[src/rtl/accum_pkg.sv]
// Shared types and constants for the accumulator command sequencer.
package accum_pkg;

   // Operand slots held by the downstream accumulator.
   localparam int unsigned MAX_SLOTS = 3;

   // Step tag width; matches the accumulator program-counter input.
   localparam int unsigned DEF_TAG_W = 12;

   typedef logic [1:0] arity_t;

   // Sequencer states; kept as plain constants for compatibility with older tooling.
   typedef logic [1:0] state_t;
   localparam state_t IDLE      = 2'd0;
   localparam state_t FILL      = 2'd1;
   localparam state_t WAIT_OPND = 2'd2;
   localparam state_t FIRE      = 2'd3;

endpackage

[src/rtl/accum_sequencer_if.sv]
// Requester and accumulator-side signal bundle for the command sequencer.
interface accum_sequencer_if #(
   parameter int unsigned TAG_W = accum_pkg::DEF_TAG_W
);
   import accum_pkg::*;

   logic [1:0]       put_valid;
   logic [1:0][7:0]  put_data;
   logic [1:0]       put_ready;
   logic             op_valid;
   arity_t           op_arity;
   logic             op_ready;
   logic             op_done;
   logic             err_clr;
   logic             err_arity;
   logic             err_timeout;
   logic [1:0]       occupancy;
   logic             acc_put_en;
   logic             acc_op_en;
   logic [7:0]       acc_value;
   logic [TAG_W-1:0] acc_tag;

   // Requester / environment side.
   modport master (
      output put_valid, put_data, op_valid, op_arity, err_clr,
      input  put_ready, op_ready, op_done, err_arity, err_timeout, occupancy,
      input  acc_put_en, acc_op_en, acc_value, acc_tag
   );

   // Sequencer side.
   modport slave (
      input  put_valid, put_data, op_valid, op_arity, err_clr,
      output put_ready, op_ready, op_done, err_arity, err_timeout, occupancy,
      output acc_put_en, acc_op_en, acc_value, acc_tag
   );

endinterface

[src/rtl/rr_arb2.sv]
// Two-requester round-robin arbiter; the preferred port flips after every grant.
module rr_arb2 (
   input  logic       clk,
   input  logic       rst_n,
   input  logic [1:0] req,
   input  logic       advance,
   output logic [1:0] grant
);

   logic prio_q;  // port that wins when both request

   // Resolve contention by the priority pointer; a lone requester always wins.
   always_comb begin
      grant = req;
      if (req == 2'b11) begin
         grant = prio_q ? 2'b10 : 2'b01;
      end
   end

   // Flip preference on each transfer; reset favours port 0.
   always_ff @(posedge clk or negedge rst_n) begin
      if (!rst_n) begin
         prio_q <= 1'b0;
      end else if (advance) begin
         prio_q <= ~prio_q;
      end
   end

endmodule

[src/rtl/accum_sequencer.sv]
// Arbitrates operand puts and fires ops into the 3-slot accumulator, one tagged
// command per cycle.
module accum_sequencer
   import accum_pkg::*;
#(
   parameter int unsigned TIMEOUT = 16,
   parameter int unsigned TAG_W   = DEF_TAG_W
) (
   input  logic               clk,
   input  logic               rst_n,
   accum_sequencer_if.slave   bus
);

   localparam int unsigned WAIT_W = $clog2(TIMEOUT + 1);

   state_t             state_q, state_d;
   logic [1:0]         occ_q, occ_d;
   arity_t             arity_q, arity_d;
   logic [WAIT_W-1:0]  wait_q, wait_d;
   logic [TAG_W-1:0]   tag_q, tag_d;
   logic [7:0]         value_q, value_d;
   logic               put_en_q, op_en_q;
   logic               err_arity_q, err_arity_d;
   logic               err_timeout_q, err_timeout_d;

   logic       op_take, arity_zero, fire_on_accept, fire_from_wait, go_fire;
   logic       room, put_take, timeout_hit;
   logic [1:0] req, grant;

   // Op acceptance and the decision to fire this cycle.
   always_comb begin
      op_take        = bus.op_valid && (state_q != WAIT_OPND) && (state_q != FIRE);
      arity_zero     = (bus.op_arity == 2'd0);
      fire_on_accept = op_take && !arity_zero && (occ_q >= bus.op_arity);
      fire_from_wait = (state_q == WAIT_OPND) && (occ_q >= arity_q);
      go_fire        = fire_on_accept || fire_from_wait;
      // No put may share a cycle with a command heading to FIRE.
      room           = (occ_q < 2'(MAX_SLOTS)) && (state_q != FIRE) && !go_fire;
      req            = bus.put_valid & {2{room}};
   end

   rr_arb2 u_arb (
      .clk     (clk),
      .rst_n   (rst_n),
      .req     (req),
      .advance (put_take),
      .grant   (grant)
   );

   assign put_take    = |grant;
   assign timeout_hit = (state_q == WAIT_OPND) && !fire_from_wait && !put_take &&
                        (wait_q == WAIT_W'(TIMEOUT - 1));

   // Next state, occupancy, wait counter, tag and command fields.
   always_comb begin
      state_d  = state_q;
      occ_d    = put_take ? occ_q + 2'd1 : occ_q;
      arity_d  = (op_take && !arity_zero) ? bus.op_arity : arity_q;
      wait_d   = '0;
      if (go_fire) begin
         state_d = FIRE;
         occ_d   = '0;  // accumulator drops every slot, excess operands included
      end else begin
         case (state_q)
            FIRE: begin
               state_d = IDLE;
            end
            WAIT_OPND: begin
               if (timeout_hit) begin
                  state_d = (occ_d != 2'd0) ? FILL : IDLE;
               end else begin
                  wait_d = put_take ? '0 : wait_q + WAIT_W'(1);
               end
            end
            default: begin
               if (op_take && !arity_zero) begin
                  state_d = WAIT_OPND;
               end else begin
                  state_d = (occ_d != 2'd0) ? FILL : IDLE;
               end
            end
         endcase
      end
      tag_d         = (put_take || go_fire) ? tag_q + TAG_W'(1) : tag_q;
      value_d       = put_take ? (grant[1] ? bus.put_data[1] : bus.put_data[0]) : value_q;
      // A set event beats a simultaneous clear.
      err_arity_d   = (op_take && arity_zero) || (err_arity_q && !bus.err_clr);
      err_timeout_d = timeout_hit || (err_timeout_q && !bus.err_clr);
   end

   // Register all state and every accumulator-facing output.
   always_ff @(posedge clk or negedge rst_n) begin
      if (!rst_n) begin
         state_q       <= IDLE;
         occ_q         <= '0;
         arity_q       <= '0;
         wait_q        <= '0;
         tag_q         <= '0;
         value_q       <= '0;
         put_en_q      <= 1'b0;
         op_en_q       <= 1'b0;
         err_arity_q   <= 1'b0;
         err_timeout_q <= 1'b0;
      end else begin
         state_q       <= state_d;
         occ_q         <= occ_d;
         arity_q       <= arity_d;
         wait_q        <= wait_d;
         tag_q         <= tag_d;
         value_q       <= value_d;
         put_en_q      <= put_take;
         op_en_q       <= go_fire;
         err_arity_q   <= err_arity_d;
         err_timeout_q <= err_timeout_d;
      end
   end

   assign bus.put_ready   = grant;
   assign bus.op_ready    = op_take;
   assign bus.op_done     = op_en_q;
   assign bus.err_arity   = err_arity_q;
   assign bus.err_timeout = err_timeout_q;
   assign bus.occupancy   = occ_q;
   assign bus.acc_put_en  = put_en_q;
   assign bus.acc_op_en   = op_en_q;
   assign bus.acc_value   = value_q;
   assign bus.acc_tag     = tag_q;

endmodule
[src/flat_wrapper.sv]
// flat-port wrapper written by rule: the top's interface ports become plain ports
module accum_sequencer_flat import accum_pkg::*;
#(
   parameter int unsigned TIMEOUT = 16,
   parameter int unsigned TAG_W   = DEF_TAG_W
)
  (clk, rst_n, bus_put_valid, bus_put_data, bus_op_valid, bus_op_arity, bus_err_clr, bus_put_ready, bus_op_ready, bus_op_done, bus_err_arity, bus_err_timeout, bus_occupancy, bus_acc_put_en, bus_acc_op_en, bus_acc_value, bus_acc_tag);
  accum_sequencer_if #(.TAG_W(TAG_W)) bus_i ();
  input  logic clk;
  input  logic rst_n;
  input wire logic [$bits(bus_i.put_valid)-1:0] bus_put_valid;
  input wire logic [$bits(bus_i.put_data)-1:0] bus_put_data;
  input wire logic [$bits(bus_i.op_valid)-1:0] bus_op_valid;
  input wire logic [$bits(bus_i.op_arity)-1:0] bus_op_arity;
  input wire logic [$bits(bus_i.err_clr)-1:0] bus_err_clr;
  output wire logic [$bits(bus_i.put_ready)-1:0] bus_put_ready;
  output wire logic [$bits(bus_i.op_ready)-1:0] bus_op_ready;
  output wire logic [$bits(bus_i.op_done)-1:0] bus_op_done;
  output wire logic [$bits(bus_i.err_arity)-1:0] bus_err_arity;
  output wire logic [$bits(bus_i.err_timeout)-1:0] bus_err_timeout;
  output wire logic [$bits(bus_i.occupancy)-1:0] bus_occupancy;
  output wire logic [$bits(bus_i.acc_put_en)-1:0] bus_acc_put_en;
  output wire logic [$bits(bus_i.acc_op_en)-1:0] bus_acc_op_en;
  output wire logic [$bits(bus_i.acc_value)-1:0] bus_acc_value;
  output wire logic [$bits(bus_i.acc_tag)-1:0] bus_acc_tag;
  assign bus_i.put_valid = bus_put_valid;
  assign bus_i.put_data = bus_put_data;
  assign bus_i.op_valid = bus_op_valid;
  assign bus_i.op_arity = bus_op_arity;
  assign bus_i.err_clr = bus_err_clr;
  assign bus_put_ready = bus_i.put_ready;
  assign bus_op_ready = bus_i.op_ready;
  assign bus_op_done = bus_i.op_done;
  assign bus_err_arity = bus_i.err_arity;
  assign bus_err_timeout = bus_i.err_timeout;
  assign bus_occupancy = bus_i.occupancy;
  assign bus_acc_put_en = bus_i.acc_put_en;
  assign bus_acc_op_en = bus_i.acc_op_en;
  assign bus_acc_value = bus_i.acc_value;
  assign bus_acc_tag = bus_i.acc_tag;
  accum_sequencer #(.TIMEOUT(TIMEOUT), .TAG_W(TAG_W)) u_core (.clk(clk), .rst_n(rst_n), .bus(bus_i));
endmodule
[config.mk]
export PLATFORM = sky130hd
export DESIGN_NAME = accum_sequencer_flat
export DESIGN_NICKNAME = d
export VERILOG_FILES = /design/src/rtl/accum_pkg.sv /design/src/rtl/accum_sequencer_if.sv /design/src/rtl/rr_arb2.sv /design/src/rtl/accum_sequencer.sv /design/src/flat_wrapper.sv
export SDC_FILE = /design/constraint.sdc
export NUM_CORES = 1
export LEC_CHECK = 0
export ABC_CLOCK_PERIOD_IN_PS = 4940
export CAP_MARGIN = 25
export CORE_UTILIZATION = 47
export DETAILED_ROUTE_END_ITERATION = 7
export PLACE_DENSITY = 0.9
export SLEW_MARGIN = 20
export SYNTH_ARGS = -nofsm -noshare
export SYNTH_HDL_FRONTEND = slang
export SYNTH_SLANG_ARGS = --single-unit
[constraint.sdc]
create_clock -name clk -period 4.94 [get_ports clk]
set_input_delay 1.482 -clock clk [delete_from_list [all_inputs] [get_ports clk]]
set_output_delay 1.482 -clock clk [all_outputs]
set_load 0.1 [all_outputs]
==> results of run 1 <==
-- cells in the mapped netlist (2+ instances only) --
| cell | number | area, um^2 |
|---|---|---|
| dfrtp_1 | 36 | 900.9 |
| nand2_1 | 24 | 90.09 |
| xnor2_1 | 13 | 113.9 |
| nor2_1 | 11 | 41.29 |
| o21ai_0 | 10 | 50.05 |
| ha_1 | 8 | 100.1 |
| inv_1 | 8 | 30.03 |
| mux2i_1 | 8 | 80.08 |
| nand4_1 | 7 | 43.79 |
| and3_1 | 5 | 31.28 |
| nand3_1 | 4 | 20.02 |
| a21oi_1 | 2 | 10.01 |
| a21oi_4 | 2 | 32.53 |
| buf_4 | 2 | 15.01 |
| nand2b_1 | 2 | 12.51 |
| nand2b_4 | 2 | 27.53 |
| nor3_1 | 2 | 10.01 |
| o221ai_2 | 2 | 30.03 |
| xor2_1 | 2 | 17.52 |
-- sequential cells by signal, summed over array words and instances, names as in the netlist --
register / count
u_core.arity_q: 2
u_core.bus.acc_op_en: 1
u_core.bus.acc_put_en: 1
u_core.bus.acc_tag: 12
u_core.bus.acc_value: 8
u_core.bus.err_arity: 1
u_core.bus.err_timeout: 1
u_core.bus.occupancy: 2
u_core.state_q: 2
u_core.u_arb.prio_q: 1
u_core.wait_q: 5
-- metal layers --
metal  track usage, %  vias to the layer above  share of wire, %
met5                0                        -                 0
met4            7.670                        0               2.0
met3            7.321                        9               6.1
met2            30.32                       50                46
met1            22.53                      619                46
li1                 -                      682                 -
-- path summary, 6_finish.rpt --
check / start / to / slack, ns / cells after the start
worst max register to register: u_core.bus.occupancy[0] / u_core.bus.err_timeout / 2.82 / 7
max in group asynchronous: rst_n / u_core.arity_q[1] / 3.20 / 1
worst min register to register: u_core.wait_q[0] / u_core.wait_q[0] / 0.46 / 1
min in group asynchronous: rst_n / u_core.bus.acc_tag[7] / 1.26 / 1
worst min-delay path: u_core.wait_q[0] / u_core.wait_q[0] / 0.46 / 1
worst max-delay path: bus_op_arity[0] / bus_put_ready[1] / 0.25 / 7
-- stage by stage --
| step | cell area (um^2) | utilization (%) | hold WS, ns | setup TNS, ns |
|---|---|---|---|---|
| after floorplan | 1803 | - | 0.4290 | -0.03715 |
| after global placement | 2382 | 65.07 | 0.4452 | 0 |
| after detailed placement | 2382 | 65.07 | 0.4514 | 0 |
| after CTS | 2494 | 68.11 | 0.4613 | 0 |
| after global routing | 2494 | 68.11 | 0.4938 | 0 |
| final | 2494 | 68.11 | 0.4584 | 0 |
-- layout make-up --
class	count	area share, %
Sequential cell	36	36.13
Multi-Input combinational cell	115	33.57
Timing Repair Buffer	54	22.08
Clock buffer	5	2.760
Tap cell	48	2.408
Clock inverter	3	1.706
Inverter	9	1.355
-- kinds of logic after synthesis --
| kind of cell | synth area share, % |
|---|---|
| AND/OR/NAND/NOR | 16.86 |
| flip-flops | 49.97 |
| AO/OA/AOI/OAI | 11.66 |
| XOR/XNOR | 7.287 |
| buffers and inverters | 3.608 |
| multiplexers | 5.066 |
| adder cells (fa/ha/maj) | 5.552 |
-- critical path: stages --
cell and delay (ns):
clkdlybuf4s50_1 0.56, ha_1 0.26, nand2b_4 0.15, a21oi_4 0.21, o22ai_4 0.12, nor2_1 0.22, buf_12 0.20
==> impl_metrics.toml, run 1 <==
[run_status]
outcome = "completed"

[floorplanning]
rows = 22
die_w_um = 63.94
die-area_mm2 = 0.004088
initial_core_util_pct = 49.25
io_pins = 54
fp.dieH_um = 63.94
coreArea_mm2 = 0.003661

[cells_and_area]
final_common_cell = "clkdlybuf4s50_1"
num_antenna_cells = 0
final_cells = 270
fin_nets = 253
drive_above_1_share_pct = 12.16
seq_area_um2 = 900.9
multiInputGateArea_um2 = 837.1
syn2layout_area_growth_pct = 38.31
n_fill_cell = 267
layout_common_cells = "clkdlybuf4s50_1, dfrtp_1, nand2_1, xnor2_1, nor2_1"

[sta]
fin_crit_ns = 4.692
worstMarginPinSlew_ns = 0.9800
finalWorstSetupSlack_ns = 0.2477
timing.fmax_ghz = 0.2131
fin_skew_ns = 0.006589
rsz0062_at_grt = "false"
hold_violations = 0
final_max_slew_viol_count = 0
min_period_over_period_pct = 94.99
slew_headroom_pct = 34.46
setup_viol = 0

[place]
place_inst = 262
dp_hpwl_um = 2380
place_ws_ns = 0.2438
gp_congestion = 0.7499
port-buffer-count = 53

[synth]
synth_nets = 196
synthFlopType = "dfrtp_1"
syn_area_mm2 = 0.001803
yosysWarnings = 0
ys_seq_elements = 36
yosysUniqueCellTypes = 33
syn_area_per_cell_um2 = 10.99
async_flop_share_pct = 100.0
synth_edf_count = 0
syn_inst = 164
yosysSeqAreaShare_pct = 49.97

[route]
drt_first_pass_iters = 4
wl_um = 3327
vias = 1360
drc = 0
drtIter0Drc = 48
final_antenna_net_count = 0
vias_per_cell = 5.037
post_drt_wl_per_cell_um = 12.32

[clock_network]
cts.sinks = 36
hold_buffers = 0
htree_levels = 2
cts.repair.resized = 0
cts_buffer_depth = 2
cts_setup_buffers = 0
clkTransAtPathRegs_ns = 0.07
numCtsBuffers = 5
tritoncts = "yes"
clkLatencyLatePin_ns = 0.30
clock-root-buffer = "clkbuf_8"

[critical_path]
critPathCaptureType = "primary output"
cp.required_ns = 3.46
path_class = "primary input to primary output"
startpoint_type = "primary input"
crit_fanout = 7
arrival_ns = 3.21

[global_route]
grt_max_degree = 37
gr-total-overflow = 0
grt_usage_pct = 18.87
grt_pass1_vias = 1317
grt_pass1_wl_um = 5789
antenna_found_initial = 0

[run]
maxCapViolCount = 0

[min_path]
hp-class = "flip-flop to flip-flop"
Power of run 1 is not shown: default switching activity piles up to over one toggle a cycle in this logic, so the estimate is an artifact.
==> inputs of run 2 (changes only) <==
- SKIP_CTS_REPAIR_TIMING: default -> 1
==> results of run 2 <==
Final layout, timing and power as in run 1 (identical DEF).
Power of run 2 is left out for the same reason.
